`src/rtl/stepper_move_seq_pkg.sv`:
```
// Shared types and constants for the stepper move sequencer.
package stepper_pkg;
  typedef enum logic [1:0] {IDLE, STEP, WAIT, DONE} state_t;

  localparam logic DIR_FWD = 1'b0;
  localparam logic DIR_REV = 1'b1;

  localparam int CNT_W_DEF = 8;
  localparam int DIV_W_DEF = 8;
  localparam int POS_W_DEF = 16;
endpackage

```
`src/rtl/stepper_move_seq_if.sv`:
```
// Move-command valid/ready channel into the sequencer.
interface stepper_move_seq_if #(
  parameter int CNT_W = stepper_pkg::CNT_W_DEF,
  parameter int DIV_W = stepper_pkg::DIV_W_DEF
);
  logic             cmd_valid;
  logic             cmd_ready;
  logic             cmd_dir;
  logic [CNT_W-1:0] cmd_steps;
  logic [DIV_W-1:0] cmd_period;

  modport master (output cmd_valid, cmd_dir, cmd_steps, cmd_period, input cmd_ready);
  modport slave  (input cmd_valid, cmd_dir, cmd_steps, cmd_period, output cmd_ready);
endinterface

```
`src/rtl/stepper_move_seq_timer.sv`:
```
// step_timer: loadable down-counter that paces the gap between step pulses.
module step_timer #(
  parameter int DIV_W = 8
) (
  input  logic             drv_clk,
  input  logic             reset,
  input  logic             load,
  input  logic             en,
  input  logic [DIV_W-1:0] load_val,
  output logic [DIV_W-1:0] value,
  output logic             expire
);
  // Expire on the last idle cycle so the next cycle is the step.
  assign expire = (value == DIV_W'(1));

  // Load wins over count; counting stops at zero.
  always_ff @(posedge drv_clk) begin
    if (reset)                           value <= '0;
    else if (load)                       value <= load_val;
    else if (en && value != '0)          value <= value - DIV_W'(1);
  end
endmodule

```
`src/rtl/stepper_move_seq.sv`:
```
// stepper_move_seq: paces forw/rev step pulses for a move command, tracks
// absolute position, supports abort. Optional soft position limits are
// enabled with the STEP_SOFT_LIMIT_EN macro (adds the limit_hit port).
module stepper_move_seq
  import stepper_pkg::*;
#(
  parameter int CNT_W   = CNT_W_DEF,
  parameter int DIV_W   = DIV_W_DEF,
  parameter int POS_W   = POS_W_DEF,
  parameter int POS_MIN = -1000,
  parameter int POS_MAX = 1000
) (
  input  logic             drv_clk,
  input  logic             reset,
  stepper_move_seq_if.slave cmd,
  input  logic             abort,
  output logic             forw,
  output logic             rev,
  output logic             busy,
  output logic             move_done,
  output logic [CNT_W-1:0] steps_left,
  output logic [POS_W-1:0] position
`ifdef STEP_SOFT_LIMIT_EN
  ,
  output logic             limit_hit
`endif
);
`ifdef STEP_SOFT_LIMIT_EN
  localparam bit LIM_EN = 1'b1;
`else
  localparam bit LIM_EN = 1'b0;
`endif
  localparam logic [POS_W-1:0] POS_MAX_C = POS_W'(POS_MAX);
  localparam logic [POS_W-1:0] POS_MIN_C = POS_W'(POS_MIN);

  state_t           state_q, state_d;
  logic             dir_q;
  logic [DIV_W-1:0] period_q;
  logic [CNT_W-1:0] step_dec;
  logic             at_limit, step_ok, accept;
  logic             tmr_load, tmr_expire;
  logic [DIV_W-1:0] tmr_value;

  assign accept   = (state_q == IDLE) && cmd.cmd_valid;
  assign step_dec = steps_left - CNT_W'(1);
  // A step that would leave the soft window is swallowed.
  assign at_limit = LIM_EN && (state_q == STEP) &&
                    ((dir_q == DIR_FWD) ? (position == POS_MAX_C) : (position == POS_MIN_C));
  assign step_ok  = (state_q == STEP) && !at_limit;

  assign forw          = step_ok && (dir_q == DIR_FWD);
  assign rev           = step_ok && (dir_q == DIR_REV);
  assign busy          = (state_q == STEP) || (state_q == WAIT);
  assign move_done     = (state_q == DONE);
  assign cmd.cmd_ready = (state_q == IDLE);

  step_timer #(.DIV_W(DIV_W)) u_timer (
    .drv_clk  (drv_clk),
    .reset    (reset),
    .load     (tmr_load),
    .en       (state_q == WAIT),
    .load_val (period_q),
    .value    (tmr_value),
    .expire   (tmr_expire)
  );

  // State register.
  always_ff @(posedge drv_clk) begin
    if (reset) state_q <= IDLE;
    else       state_q <= state_d;
  end

  // Next-state decode and timer reload.
  always_comb begin
    state_d  = state_q;
    tmr_load = 1'b0;
    case (state_q)
      IDLE: if (cmd.cmd_valid) state_d = (cmd.cmd_steps == '0) ? DONE : STEP;
      STEP: begin
        if (at_limit || step_dec == '0 || abort) state_d = DONE;
        else if (period_q == '0)                 state_d = STEP;
        else begin
          state_d  = WAIT;
          tmr_load = 1'b1;
        end
      end
      WAIT: begin
        if (abort)           state_d = DONE;
        else if (tmr_expire) state_d = STEP;
      end
      DONE:    state_d = IDLE;
      default: state_d = IDLE;
    endcase
  end

  // Command latch, step count and position tracking.
  always_ff @(posedge drv_clk) begin
    if (reset) begin
      dir_q      <= DIR_FWD;
      period_q   <= '0;
      steps_left <= '0;
      position   <= '0;
    end else begin
      if (accept) begin
        dir_q    <= cmd.cmd_dir;
        period_q <= cmd.cmd_period;
        if (cmd.cmd_steps != '0) steps_left <= cmd.cmd_steps;
      end
      if (step_ok) begin
        steps_left <= step_dec;
        position   <= (dir_q == DIR_REV) ? position - POS_W'(1) : position + POS_W'(1);
      end
    end
  end

`ifdef STEP_SOFT_LIMIT_EN
  // Sticky limit flag, cleared by the next accepted command.
  always_ff @(posedge drv_clk) begin
    if (reset || accept) limit_hit <= 1'b0;
    else if (at_limit)   limit_hit <= 1'b1;
  end
`endif
endmodule

```
`src/flat_wrapper.sv`:
```
// flat-port wrapper written by rule: the top's interface ports become plain ports
module stepper_move_seq_flat import stepper_pkg::*;
#(
  parameter int CNT_W   = CNT_W_DEF,
  parameter int DIV_W   = DIV_W_DEF,
  parameter int POS_W   = POS_W_DEF,
  parameter int POS_MIN = -1000,
  parameter int POS_MAX = 1000
)
  (drv_clk, reset, abort, forw, rev, busy, move_done, steps_left, position, cmd_cmd_valid, cmd_cmd_dir, cmd_cmd_steps, cmd_cmd_period, cmd_cmd_ready);
  stepper_move_seq_if #(.CNT_W(CNT_W), .DIV_W(DIV_W)) cmd_i ();
  input  logic drv_clk;
  input  logic reset;
  input  logic abort;
  output logic forw;
  output logic rev;
  output logic busy;
  output logic move_done;
  output logic [CNT_W-1:0] steps_left;
  output logic [POS_W-1:0] position;
  input wire logic [$bits(cmd_i.cmd_valid)-1:0] cmd_cmd_valid;
  input wire logic [$bits(cmd_i.cmd_dir)-1:0] cmd_cmd_dir;
  input wire logic [$bits(cmd_i.cmd_steps)-1:0] cmd_cmd_steps;
  input wire logic [$bits(cmd_i.cmd_period)-1:0] cmd_cmd_period;
  output wire logic [$bits(cmd_i.cmd_ready)-1:0] cmd_cmd_ready;
  assign cmd_i.cmd_valid = cmd_cmd_valid;
  assign cmd_i.cmd_dir = cmd_cmd_dir;
  assign cmd_i.cmd_steps = cmd_cmd_steps;
  assign cmd_i.cmd_period = cmd_cmd_period;
  assign cmd_cmd_ready = cmd_i.cmd_ready;
  stepper_move_seq #(.CNT_W(CNT_W), .DIV_W(DIV_W), .POS_W(POS_W), .POS_MIN(POS_MIN), .POS_MAX(POS_MAX)) u_core (.drv_clk(drv_clk), .reset(reset), .cmd(cmd_i), .abort(abort), .forw(forw), .rev(rev), .busy(busy), .move_done(move_done), .steps_left(steps_left), .position(position));
endmodule
```
`config.mk`:
```
export PLATFORM = sky130hd
export DESIGN_NAME = stepper_move_seq_flat
export DESIGN_NICKNAME = d
export VERILOG_FILES = /design/src/rtl/stepper_move_seq_pkg.sv /design/src/rtl/stepper_move_seq_if.sv /design/src/rtl/stepper_move_seq_timer.sv /design/src/rtl/stepper_move_seq.sv /design/src/flat_wrapper.sv
export SDC_FILE = /design/constraint.sdc
export NUM_CORES = 1
export LEC_CHECK = 0
export CAP_MARGIN = 20
export CORE_MARGIN = 1.5
export CORE_UTILIZATION = 45
export CTS_CLUSTER_DIAMETER = 120
export CTS_CLUSTER_SIZE = 14
export DETAILED_ROUTE_END_ITERATION = 6
export PLACE_DENSITY = 0.7
export SYNTH_ARGS = -nofsm -noshare
export SYNTH_HDL_FRONTEND = slang
export SYNTH_HIERARCHICAL = 1
export SYNTH_SLANG_ARGS = --single-unit
export TNS_END_PERCENT = 20
```
`constraint.sdc`:
```
create_clock -name drv_clk -period 2.56 [get_ports drv_clk]
set_input_delay 0.64 -clock drv_clk [delete_from_list [all_inputs] [get_ports drv_clk]]
set_output_delay 0.64 -clock drv_clk [all_outputs]
set_load 0.005 [all_outputs]
```
-- Yosys cells after proc, flatten, opt, wreduce, memory -nomap -nowiden
Index checks and enable logic that the tools add are counted.
- register bits after elaboration: 43
- equality and inequality tests: 6
- bitwise logic cells: 1
- reductions and logical operators: 17
- mux-type cells: 16
- add/subtract/negate cells: 4
- operator list (kind ; number):
    two-way mux 8 bit ; 5
    logical NOT 8 bit ; 3
    adder 16 x 1 -> 16 bit (second input constant) ; 1
    two-way mux 16 bit ; 1
    nonzero test 8 bit ; 2
    subtractor 16 x 1 -> 16 bit (second input constant) ; 1
    subtractor 8 x 1 -> 8 bit (second input constant) ; 2
    two-way mux 2 bit ; 6
    == test 8 x 1 -> 1 bit (second input constant) ; 1
    one-hot mux 2 bit (4 select lines) ; 1
    nonzero test 2 bit ; 3
    == test 2 bit (second input constant) ; 2
    logical AND 1 bit ; 4
    AND reduction 2 bit ; 2
    two-way mux 1 bit ; 3
    != test 3 x 2 -> 1 bit (second input constant) ; 1
    == test 2 x 1 -> 1 bit (second input constant) ; 1
    logical NOT 2 bit ; 1
    logical OR 1 bit ; 2
    != test 2 bit (second input constant) ; 1
    NOT 1 bit ; 1

-- Longest topological paths before layout
Gate-level depths: netlist of run 1.
- word-level depth: 6
- mapped depth: 10
- gate-level depth less buffers: 9

-- By module
The synthesis of run 1 kept the hierarchy.
- modules (own cells, without submodules) (module ; times used ; area each (um^2) ; cells each):
    stepper_move_seq ; 1 ; 2388.5 ; 295
    step_timer ; 1 ; 524.3 ; 59

-- Least setup slack after synthesis of run 1
OpenSTA, ideal clock, no wires.
- path kind: flip-flop to flip-flop
- start point: register u_core.dir_q
- end point: register u_core.position[12]
- path buffers: 0
- arrival time: 2161 ps
- setup time: 139 ps
- stages on the path, launching flop included: 7
- clock period less this slack: 2300 ps
- required time: 2421 ps
- path slack: 260 ps
- cells stage by stage: dfxtp_1 > ha_1 > nand2_1 > or4b_1 > o2111a_2 > o41ai_4 > o221ai_1
- word-level cells in the longest chain between the ends: 1
- RTL lines (what ; line ; source):
    start: declaration ; stepper_move_seq.sv:37 ; logic dir_q;
    start signal: assignment ; stepper_move_seq.sv:105 ; dir_q <= cmd.cmd_dir;
    two-way mux 16 bit ; stepper_move_seq.sv:111 ; position <= (dir_q == DIR_REV) ? position - POS_W'(1) : position + POS_W'(1);
    end signal: assignment ; stepper_move_seq.sv:111 ;
    end: declaration ; stepper_move_seq.sv:22 ; output logic [POS_W-1:0] position
No other way between the ends.
A chain may end at the register's enable or synchronous reset.

-- Worst setup path after layout of run 1
- start point: register u_core.state_q[1]
- end point: output port rev
- word-level cells in the longest chain between the ends: 2
- RTL lines (what ; line ; source):
    start: declaration ; stepper_move_seq.sv:36 ; state_t state_q, state_d;
    start signal: assignment ; stepper_move_seq.sv:70 ; else state_q <= state_d;
    == test 2 x 1 -> 1 bit ; stepper_move_seq.sv:49 ; assign step_ok = (state_q == STEP) && !at_limit;
    logical AND 1 bit ; stepper_move_seq.sv:52 ; assign rev = step_ok && (dir_q == DIR_REV);
    end: declaration ; flat_wrapper.sv:16 ; output logic rev;
No other way between the ends.

==> results of run 1 <==
final cells by class:
cell class              count  area [um2]  area share
clock buffers               6        72.6      0.0198
repair buffers             60         586       0.160
well taps                  77        96.3      0.0263
multi-input cells         277        1920       0.523
clock inverters             2        60.1      0.0164
flip-flops and latches     43         861       0.235
inverters                  19        71.3      0.0195
final timing paths:
path	startpoint	to	slack (ns)	depth (start not counted)
worst max register to register	u_core/dir_q$_SDFFE_PP0P_	u_core/position[12]$_SDFFE_PP0P_	0.20	8
worst min-delay path	u_core/period_q[5]$_SDFFE_PP0P_	u_core/period_q[5]$_SDFFE_PP0P_	0.48	2
worst max-delay path	u_core/state_q[1]$_SDFFE_PP0P_	rev	0.17	5
worst min register to register	u_core/period_q[5]$_SDFFE_PP0P_	u_core/period_q[5]$_SDFFE_PP0P_	0.48	2
state kept, by name, summed over array words and instances (netlist names):
signal and flops:
u_core/period_q 8, u_core/steps_left 8, u_core/state_q 2, u_core/dir_q 1, u_core/u_timer/value 8, u_core/position 16
cells in the final DEF (no fill, tap or decap), drive strengths merged, types with 3 or more instances in the layout:
| cell | instances |
|---|---|
| a2111oi | 3 |
| a211oi | 24 |
| a21o | 4 |
| a21oi | 30 |
| a311oi | 3 |
| and2 | 3 |
| buf | 11 |
| clkbuf | 6 |
| clkdlybuf4s50 | 49 |
| dfxtp | 43 |
| ha | 23 |
| inv | 19 |
| mux2i | 5 |
| nand2 | 41 |
| nand2b | 4 |
| nand3 | 3 |
| nand4b | 3 |
| nor2 | 32 |
| nor2b | 7 |
| nor3 | 8 |
| nor3b | 3 |
| nor4 | 5 |
| o21a | 4 |
| o21ai | 13 |
| o221ai | 4 |
| or2 | 3 |
| or3 | 5 |
| or3b | 3 |
| or4 | 3 |
| xnor2 | 10 |
| xor2 | 4 |
per-layer routing:
metal,routed length [um],up-vias,part of all wire,global-route usage
met5,0,-,0,0
met4,105,0,0.015,0.0656
met3,207,11,0.030,0.0277
met2,3200,50,0.47,0.345
met1,3360,1230,0.49,0.271
li1,-,1394,-,-
through the flow:
step	instance area (um2)	hold slack [ns]	power, mW	utilization
floorplan	2910	0.449	2.17	-
global placement	3530	0.462	2.70	0.559
detailed placement	3530	0.466	2.73	0.559
CTS	3660	0.477	3.38	0.580
global route	3660	0.513	3.63	0.580
finish	3660	0.478	3.36	0.580
power groups by stage:
stage / clock [mW] / combinational, mW / sequential [mW]
2_1_floorplan: 0 / 1.15 / 1.02
3_3_place_gp: 0 / 1.66 / 1.05
3_5_place_dp: 0 / 1.68 / 1.05
4_1_cts: 0.648 / 1.69 / 1.04
5_1_grt: 0.672 / 1.89 / 1.07
6_report: 0.632 / 1.69 / 1.04
critical path, cell delays in order, from the launching register on:
cell and delay (ns):
dfxtp_1 0.35, inv_1 0.12, ha_1 0.18, inv_1 0.12, nor2_1 0.17, clkdlybuf4s50_1 0.52
kinds of logic (layout without fill, tap and decap cells):
logic type / Yosys count / count (layout)
adders and majority gates: 24 / 24
muxes: 6 / 6
xor gates and xnor gates: 14 / 14
buffers and inverters: 34 / 87
AOI/OAI and AO/OA: 102 / 102
DFF: 43 / 43
and+or+nand+nor: 131 / 131
==> flow_metrics.env, run 1 <==
export IMPL_dp_cells=476
export IMPL_fp_dieH_um=83.5
export IMPL_drive_gt1_frac=0.0860
export IMPL_synthMuxAreaShare=0.0210
export IMPL_crit_path_end_kind="output port"
export IMPL_p_per_area_nw_per_um2=917
export IMPL_die_w_um=83.5
export IMPL_clk_path_buf_depth=2
export IMPL_insertion_delay_ns=0.30
export IMPL_area_growth_syn_to_layout_pct=25.8
export IMPL_power_internal_mw=2.04
export IMPL_hpwlAfterDp_um=5040
export IMPL_fin_crit_sh=0.935
export IMPL_track_usage=0.204
export IMPL_yosysWarnings=6
export IMPL_core_um2=6310
export IMPL_run_status="finished, final reports clean"
export IMPL_min_period_ns=2.39
export IMPL_synthArstFlopShare=0
export IMPL_setup_viol=0
export IMPL_cts_sinks=43
export IMPL_fin_skew_ns=0.0111
export IMPL_pin_count=50
export IMPL_numPortBuffers=49
export IMPL_vias_per_cell=5.55
export IMPL_yosysTopAreaCellShare=0.296
export IMPL_tightest_slew_ns=0.607
export IMPL_grt_overflow_total=0
export IMPL_slew_limit_headroom=0.591
export IMPL_cap_violations=0
export IMPL_syn_inst=354
export IMPL_fp_row_count=29
export IMPL_antenna_found_initial=0
export IMPL_final_max_slew_viol_count=0
export IMPL_nNetsFinal=451
export IMPL_post_cts_repair_setup_buffers=0
export IMPL_avgSynthCellArea_um2=8.23
export IMPL_min_path_type="register to register"
export IMPL_synth_top_cell_by_area="dfxtp_1"
export IMPL_detail_route_antenna_nets=0
export IMPL_wl_um=6870
export IMPL_synth_ff_type="dfxtp_1"
export IMPL_dieArea_um2=6960
export IMPL_insertedDiodeCount=0
export IMPL_p_leak_nw=1.38
export IMPL_grt_max_degree=38
export IMPL_synth_compound_area_frac=0.261
export IMPL_start_util=0.461
export IMPL_seqPwrFrac=0.309
export IMPL_critPathLaunchType="register"
export IMPL_n_fill_cell=604
export IMPL_hold_buffers=0
export IMPL_drtIter0Drc=85
export IMPL_switching_share=0.392
export IMPL_synth_seq_cells=43
export IMPL_wire_per_inst_um=14.2
export IMPL_stdcell_count=484
export IMPL_htree_num_levels=2
export IMPL_worstPathRequired_ns=1.92
export IMPL_ys_top_cells_by_count="43 x dfxtp_1, 41 x nand2_1, 32 x nor2_1, 30 x a21oi_1, 23 x ha_1"
export IMPL_seq_area_frac_synth=0.296
export IMPL_cts_tree="done"
export IMPL_vdd_ir_drop_max_uv=495
export IMPL_dr_total_vias=2685
export IMPL_worstSetupPathType="register to output port"
export IMPL_firstDrtPassIters=4
export IMPL_drcViolationCount=0
export IMPL_synth_top_family_by_area="compound AO/OA/AOI/OAI gates"
export IMPL_syn_num_nets=399
export IMPL_hold_viol=0
export IMPL_rsz0062_at_grt="false"
export IMPL_fmax_ghz=0.418
export IMPL_power_clock_fraction=0.188
export IMPL_synth_cell_types=63
export IMPL_cts_root_buffer="clkbuf_8"
export IMPL_dpl_worst_slack_ns=0.166
export IMPL_crit_fanout=5
export IMPL_switchingPower_mw=1.32
export IMPL_yosys_area_share_simple=0.229
export IMPL_first_global_vias=2679
export IMPL_grt_pass1_wl_um=12000
export IMPL_clk_pin_slew_ns=0.09
export IMPL_cts_buffers=5
export IMPL_synth_edff_count=0
export IMPL_setup_tns_ns=0
export IMPL_gp_congestion=0.849
export IMPL_cp_arrival_ns=1.75
export IMPL_layout_setup_ws_ns=0.166
export IMPL_yosysMostFrequentCell="dfxtp_1"
export IMPL_synthAdderAreaFrac=0.106
export IMPL_combinationalPowerShare=0.504
export IMPL_cts_resized=0
export IMPL_syn_area_um2=2910
export IMPL_synthXorXnorAreaFrac=0.0421
export IMPL_yosys_top_cells_area="dfxtp_1 30%, ha_1 9.9%, a211oi_1 5.7%"
Note: power is estimated with default switching activity, not from simulation.
==> run 2, diff against run 1 <==
ABC_AREA = 1   (was not set)
PLACE_DENSITY = 0.69   (was 0.7)
==> run 2 against run 1 <==
  * Utilization decreased by 0.31 points
  * Non-clock buffer count decreased by 4
  * Clock-buffer cell count increased by 1
  * Die area rose by 5.6%
  * Power is 42% higher
  * Largest cell class unchanged
  * Largest power group unchanged
  * Highest routed layer unchanged
==> flow_metrics.env, run 2 <==
export IMPL_slowest_stage="dfxtp_1"
export IMPL_rsz0062_at_grt="false"
export IMPL_yosysWarnings=6
export IMPL_cpPeakStageDelay_ns=0.57
export IMPL_fmax_ghz=0.419
export IMPL_fin_crit_sh=0.932
export IMPL_insertedDiodeCount=0
export IMPL_worstPathRequired_ns=1.92
export IMPL_dp_cells=594
export IMPL_largest_reg_flops=16
export IMPL_ys_top_cells_by_count="96 x nand2_1, 79 x nor2_1, 62 x inv_1, 43 x dfxtp_1, 32 x a21oi_1"
export IMPL_vdd_ir_drop_max_uv=508
export IMPL_seq_area_frac_synth=0.279
export IMPL_insertion_delay_ns=0.30
export IMPL_hold_buffers=0
export IMPL_final_cell_area_um2=3750
export IMPL_grt_overflow_total=0
export IMPL_area_growth_syn_to_layout_pct=21.7
export IMPL_cap_violations=0
export IMPL_cts_resized=0
export IMPL_synth_cell_types=42
export IMPL_p_leak_nw=1.82
export IMPL_cp_startpoint="u_core/dir_q$_SDFFE_PP0P_"
export IMPL_cp_arrival_ns=1.75
export IMPL_synth_top_cell_by_area="dfxtp_1"
export IMPL_setup_tns_ns=0
export IMPL_slew_limit_headroom=0.574
export IMPL_hold_viol=0
export IMPL_dr_total_vias=3203
export IMPL_pin_count=50
export IMPL_cts_buffers=5
export IMPL_final_common_cell="nand2_1"
export IMPL_yosysMostFrequentCell="nand2_1"
export IMPL_top_register="u_core/position"
export IMPL_placed_cell_area_um2=3650
export IMPL_drtIter0Drc=134
export IMPL_yosys_top_cells_area="dfxtp_1 28%, nand2_1 12%, nor2_1 9.6%"
export IMPL_cts_tree="done"
export IMPL_wl_um=7720
export IMPL_gp_congestion=0.941
export IMPL_dieArea_um2=7350
export IMPL_min_path_type="register to register"
export IMPL_crit_fanout=10
export IMPL_avgSynthCellArea_um2=6.52
export IMPL_fp_row_count=29
export IMPL_min_delay_start="u_core/period_q[2]$_SDFFE_PP0P_"
export IMPL_crit_family="buffers and inverters"
export IMPL_syn_inst=473
export IMPL_synth_seq_cells=43
export IMPL_track_usage=0.211
export IMPL_htree_num_levels=2
export IMPL_detail_route_antenna_nets=0
export IMPL_setup_viol=0
export IMPL_drcViolationCount=0
export IMPL_hpwlAfterDp_um=5860
export IMPL_run_status="finished, final reports clean"
export IMPL_yosysTopAreaCellShare=0.279
export IMPL_vias_per_cell=5.32
export IMPL_clk_path_buf_depth=2
export IMPL_syn_area_um2=3080
export IMPL_start_util=0.474
export IMPL_antenna_found_initial=0
export IMPL_wire_per_inst_um=12.8
export IMPL_clk_pin_slew_ns=0.09
export IMPL_numPortBuffers=49
export IMPL_min_period_ns=2.39
export IMPL_core_um2=6490
export IMPL_fin_util=0.577
export IMPL_firstDrtPassIters=4
export IMPL_die_w_um=85.8
export IMPL_path_buf_inv=3
export IMPL_syn_num_nets=518
export IMPL_grt_max_degree=24
export IMPL_final_max_slew_viol_count=0
export IMPL_tightest_slew_ns=0.639
export IMPL_nNetsFinal=569
export IMPL_synth_edff_count=0
export IMPL_stdcell_count=602
export IMPL_first_global_vias=2926
export IMPL_fin_skew_ns=0.00991
export IMPL_fp_dieH_um=85.8
export IMPL_synth_ff_type="dfxtp_1"
export IMPL_grt_pass1_wl_um=12900
export IMPL_reg2reg_from="u_core/steps_left[0]$_SDFFE_PP0P_"
export IMPL_critPathLaunchType="register"
export IMPL_worstSetupPathType="register to output port"
export IMPL_cts_root_buffer="clkbuf_8"
export IMPL_drive_gt1_frac=0.0800
export IMPL_crit_path_end_kind="output port"
export IMPL_post_cts_repair_setup_buffers=0
export IMPL_crit_path_cell_trace="buf_4 -> nand2_1 -> inv_1 -> clkdlybuf4s50_1"
export IMPL_mostFrequentLayoutCells="96 x nand2_1, 79 x nor2_1, 62 x inv_1"
export IMPL_synthArstFlopShare=0
export IMPL_p_per_area_nw_per_um2=1270
export IMPL_cts_sinks=43
export IMPL_power_total_mw=4.76
run 2: cell families after synthesis:
| kind of cell | synth area share |
|---|---|
| flops | 0.279 |
| fa+ha+maj | 0.0999 |
| buf+inv | 0.105 |
| compound gates | 0.168 |
| simple gates | 0.328 |
| xor+xnor | 0.0199 |
run 2: layer usage:
layer / GRT usage / part of all wire / vias up / routed length (um)
met4: 0.0601 / 0.010 / 0 / 77
met2: 0.366 / 0.48 / 86 / 3720
met3: 0.0366 / 0.046 / 8 / 352
met5: 0 / 0 / - / 0
met1: 0.269 / 0.46 / 1474 / 3570
li1: - / - / 1635 / -
run 2: power by group:
| group | total, mW | internal [mW] | switching (mW) |
|---|---|---|---|
| logic | 3.03 | 1.30 | 1.74 |
| registers | 1.24 | 0.942 | 0.297 |
| clock network | 0.489 | 0.246 | 0.243 |
run 2: through the flow:
stage / hold WS [ns] / setup WS (ns)
final: 0.511 / 0.173
after global routing: 0.530 / 0.0661
after CTS: 0.508 / 0.161
after detailed placement: 0.495 / 0.413
after global placement: 0.497 / 0.456
after floorplan: 0.473 / 0.569
run 2: final timing paths:
path	cells past startpoint	slack, ns	to
max	4	0.17	rev
max reg2reg	16	0.43	u_core/u_timer/value[7]$_SDFFE_PP0P_
min reg2reg	2	0.51	u_core/period_q[2]$_SDFFE_PP0P_
min	2	0.51	u_core/period_q[2]$_SDFFE_PP0P_
run 2: layout make-up:
cell class	count	area [um2]
sequential	43	861
clock buffer	7	96.3
clock inverter	1	7.51
fill	626	2750
timing repair buffer	56	543
inverter	66	248
tap	77	96.3
multi-input combinational	352	1900
run 2: worst reg2reg max path, delay by kind of cell, from the launching register on:
| family | cells | cell delay [ns] |
|---|---|---|
| adder cells (fa/ha/maj) | 1 | 0.26 |
| buffers and inverters | 3 | 0.42 |
| flip-flops | 1 | 0.33 |
| AND/OR/NAND/NOR | 12 | 1.07 |
==> run 3, diff against run 2 <==
PLACE_DENSITY = 0.75   (was 0.69)
==> run 3 against run 2 <==
  * Sequential share of layout area about the same
  * Cell count is 0.17% higher
  * Sequential cell count did not move
  * Largest cell class unchanged
  * Clock-buffer cell count up 1
  * Cell area increased by 0.10%
  * Worst hold slack got worse by 0.0026 ns
  * Wire length shrank 0.43%
==> flow_metrics.env, run 3 (synthesis results as in run 2) <==
export IMPL_fin_util=0.578
export IMPL_core_um2=6490
export IMPL_vias_per_cell=5.29
export IMPL_drcViolationCount=0
export IMPL_vdd_ir_drop_max_uv=539
export IMPL_critPathLaunchType="register"
export IMPL_cts_buffers=5
export IMPL_drive_gt1_frac=0.0798
export IMPL_run_status="finished, final reports clean"
export IMPL_worstPathRequired_ns=1.92
export IMPL_post_cts_repair_setup_buffers=0
export IMPL_htree_num_levels=2
export IMPL_clk_pin_slew_ns=0.08
export IMPL_fp_dieH_um=85.8
export IMPL_rsz0062_at_grt="false"
export IMPL_top_register="u_core/position"
export IMPL_grt_pass1_wl_um=12900
export IMPL_cpPeakStageDelay_ns=0.55
export IMPL_cts_root_buffer="clkbuf_8"
export IMPL_power_total_mw=4.76
export IMPL_worstSetupPathType="register to output port"
export IMPL_pin_count=50
export IMPL_setup_viol=0
export IMPL_clk_path_buf_depth=2
export IMPL_firstDrtPassIters=5
export IMPL_detail_route_antenna_nets=0
export IMPL_p_leak_nw=1.82
export IMPL_area_growth_syn_to_layout_pct=21.8
export IMPL_drtIter0Drc=189
export IMPL_fmax_ghz=0.414
export IMPL_fin_crit_sh=0.945
export IMPL_final_common_cell="nand2_1"
export IMPL_fp_row_count=29
export IMPL_numPortBuffers=49
export IMPL_insertedDiodeCount=0
export IMPL_gp_congestion=0.957
export IMPL_insertion_delay_ns=0.29
export IMPL_tightest_slew_ns=0.628
export IMPL_min_period_ns=2.42
export IMPL_cp_arrival_ns=1.78
export IMPL_wire_per_inst_um=12.7
export IMPL_crit_path_cell_trace="inv_1 -> ha_1 -> inv_2 -> nor2_1 -> clkdlybuf4s50_1"
export IMPL_hpwlAfterDp_um=5730
export IMPL_grt_overflow_total=0
export IMPL_setup_tns_ns=0
export IMPL_cts_tree="done"
export IMPL_cts_sinks=43
export IMPL_fin_skew_ns=0.00600
export IMPL_stdcell_count=603
export IMPL_cap_violations=0
export IMPL_largest_reg_flops=16
export IMPL_grt_max_degree=24
export IMPL_hold_viol=0
export IMPL_dieArea_um2=7350
export IMPL_hold_buffers=0
export IMPL_start_util=0.474
export IMPL_crit_fanout=5
export IMPL_die_w_um=85.8
export IMPL_dr_total_vias=3191
export IMPL_cts_resized=0
export IMPL_first_global_vias=2955
export IMPL_min_path_type="register to register"
export IMPL_slowest_stage="clkdlybuf4s50_1"
export IMPL_p_per_area_nw_per_um2=1270
export IMPL_nNetsFinal=570
export IMPL_antenna_found_initial=0
export IMPL_track_usage=0.213
export IMPL_dp_cells=595
export IMPL_mostFrequentLayoutCells="96 x nand2_1, 79 x nor2_1, 62 x inv_1"
export IMPL_final_max_slew_viol_count=0
export IMPL_wl_um=7680
export IMPL_slew_limit_headroom=0.581
export IMPL_crit_path_end_kind="output port"
## run 3: where the power goes
group	total [mW]	switching, mW	internal (mW)
Clock	0.482	0.236	0.247
Combinational	3.04	1.74	1.30
Sequential	1.24	0.294	0.942
Total	4.76	2.27	2.49
## run 3: area by class of cell
type / count / area [um2]
fill: 579 / 2740
multi-input combinational: 352 / 1900
sequential: 43 / 861
timing repair buffer: 57 / 551
inverter: 66 / 248
clock buffer: 8 / 100
tap: 77 / 96.3
## run 3: metrics by stage
stage	hold slack, ns	area [um2]	setup slack (ns)
after floorplan	0.473	3080	0.569
after global placement	0.498	3650	0.437
after detailed placement	0.499	3650	0.340
after CTS	0.511	3750	0.161
after global routing	0.543	3750	0.0753
final	0.508	3750	0.142
## run 3: metal layers
layer / global-route usage / vias up / wire length (um)
met2: 0.365 / 132 / 3610
met3: 0.0433 / 4 / 533
met4: 0.0630 / 0 / 57
met1: 0.270 / 1422 / 3480
li1: - / 1633 / -
met5: 0 / - / 0
## run 3: final timing paths
kind / startpoint / end / slack [ns] / depth (start not counted)
setup / recovery: u_core/state_q[1]$_SDFFE_PP0P_ / forw / 0.14 / 5
hold / removal: u_core/u_timer/value[1]$_SDFFE_PP0P_ / u_core/u_timer/value[1]$_SDFFE_PP0P_ / 0.51 / 2
setup reg to reg: u_core/steps_left[0]$_SDFFE_PP0P_ / u_core/u_timer/value[5]$_SDFFE_PP0P_ / 0.37 / 16
hold reg to reg: u_core/u_timer/value[1]$_SDFFE_PP0P_ / u_core/u_timer/value[1]$_SDFFE_PP0P_ / 0.51 / 2
## run 3: worst max-delay path, delay by kind of cell, from the launching register on
family / cells / cell delay (ns)
buffers and inverters: 3 / 0.71
DFF: 1 / 0.37
adders and majority gates: 1 / 0.25
and+or+nand+nor: 1 / 0.17
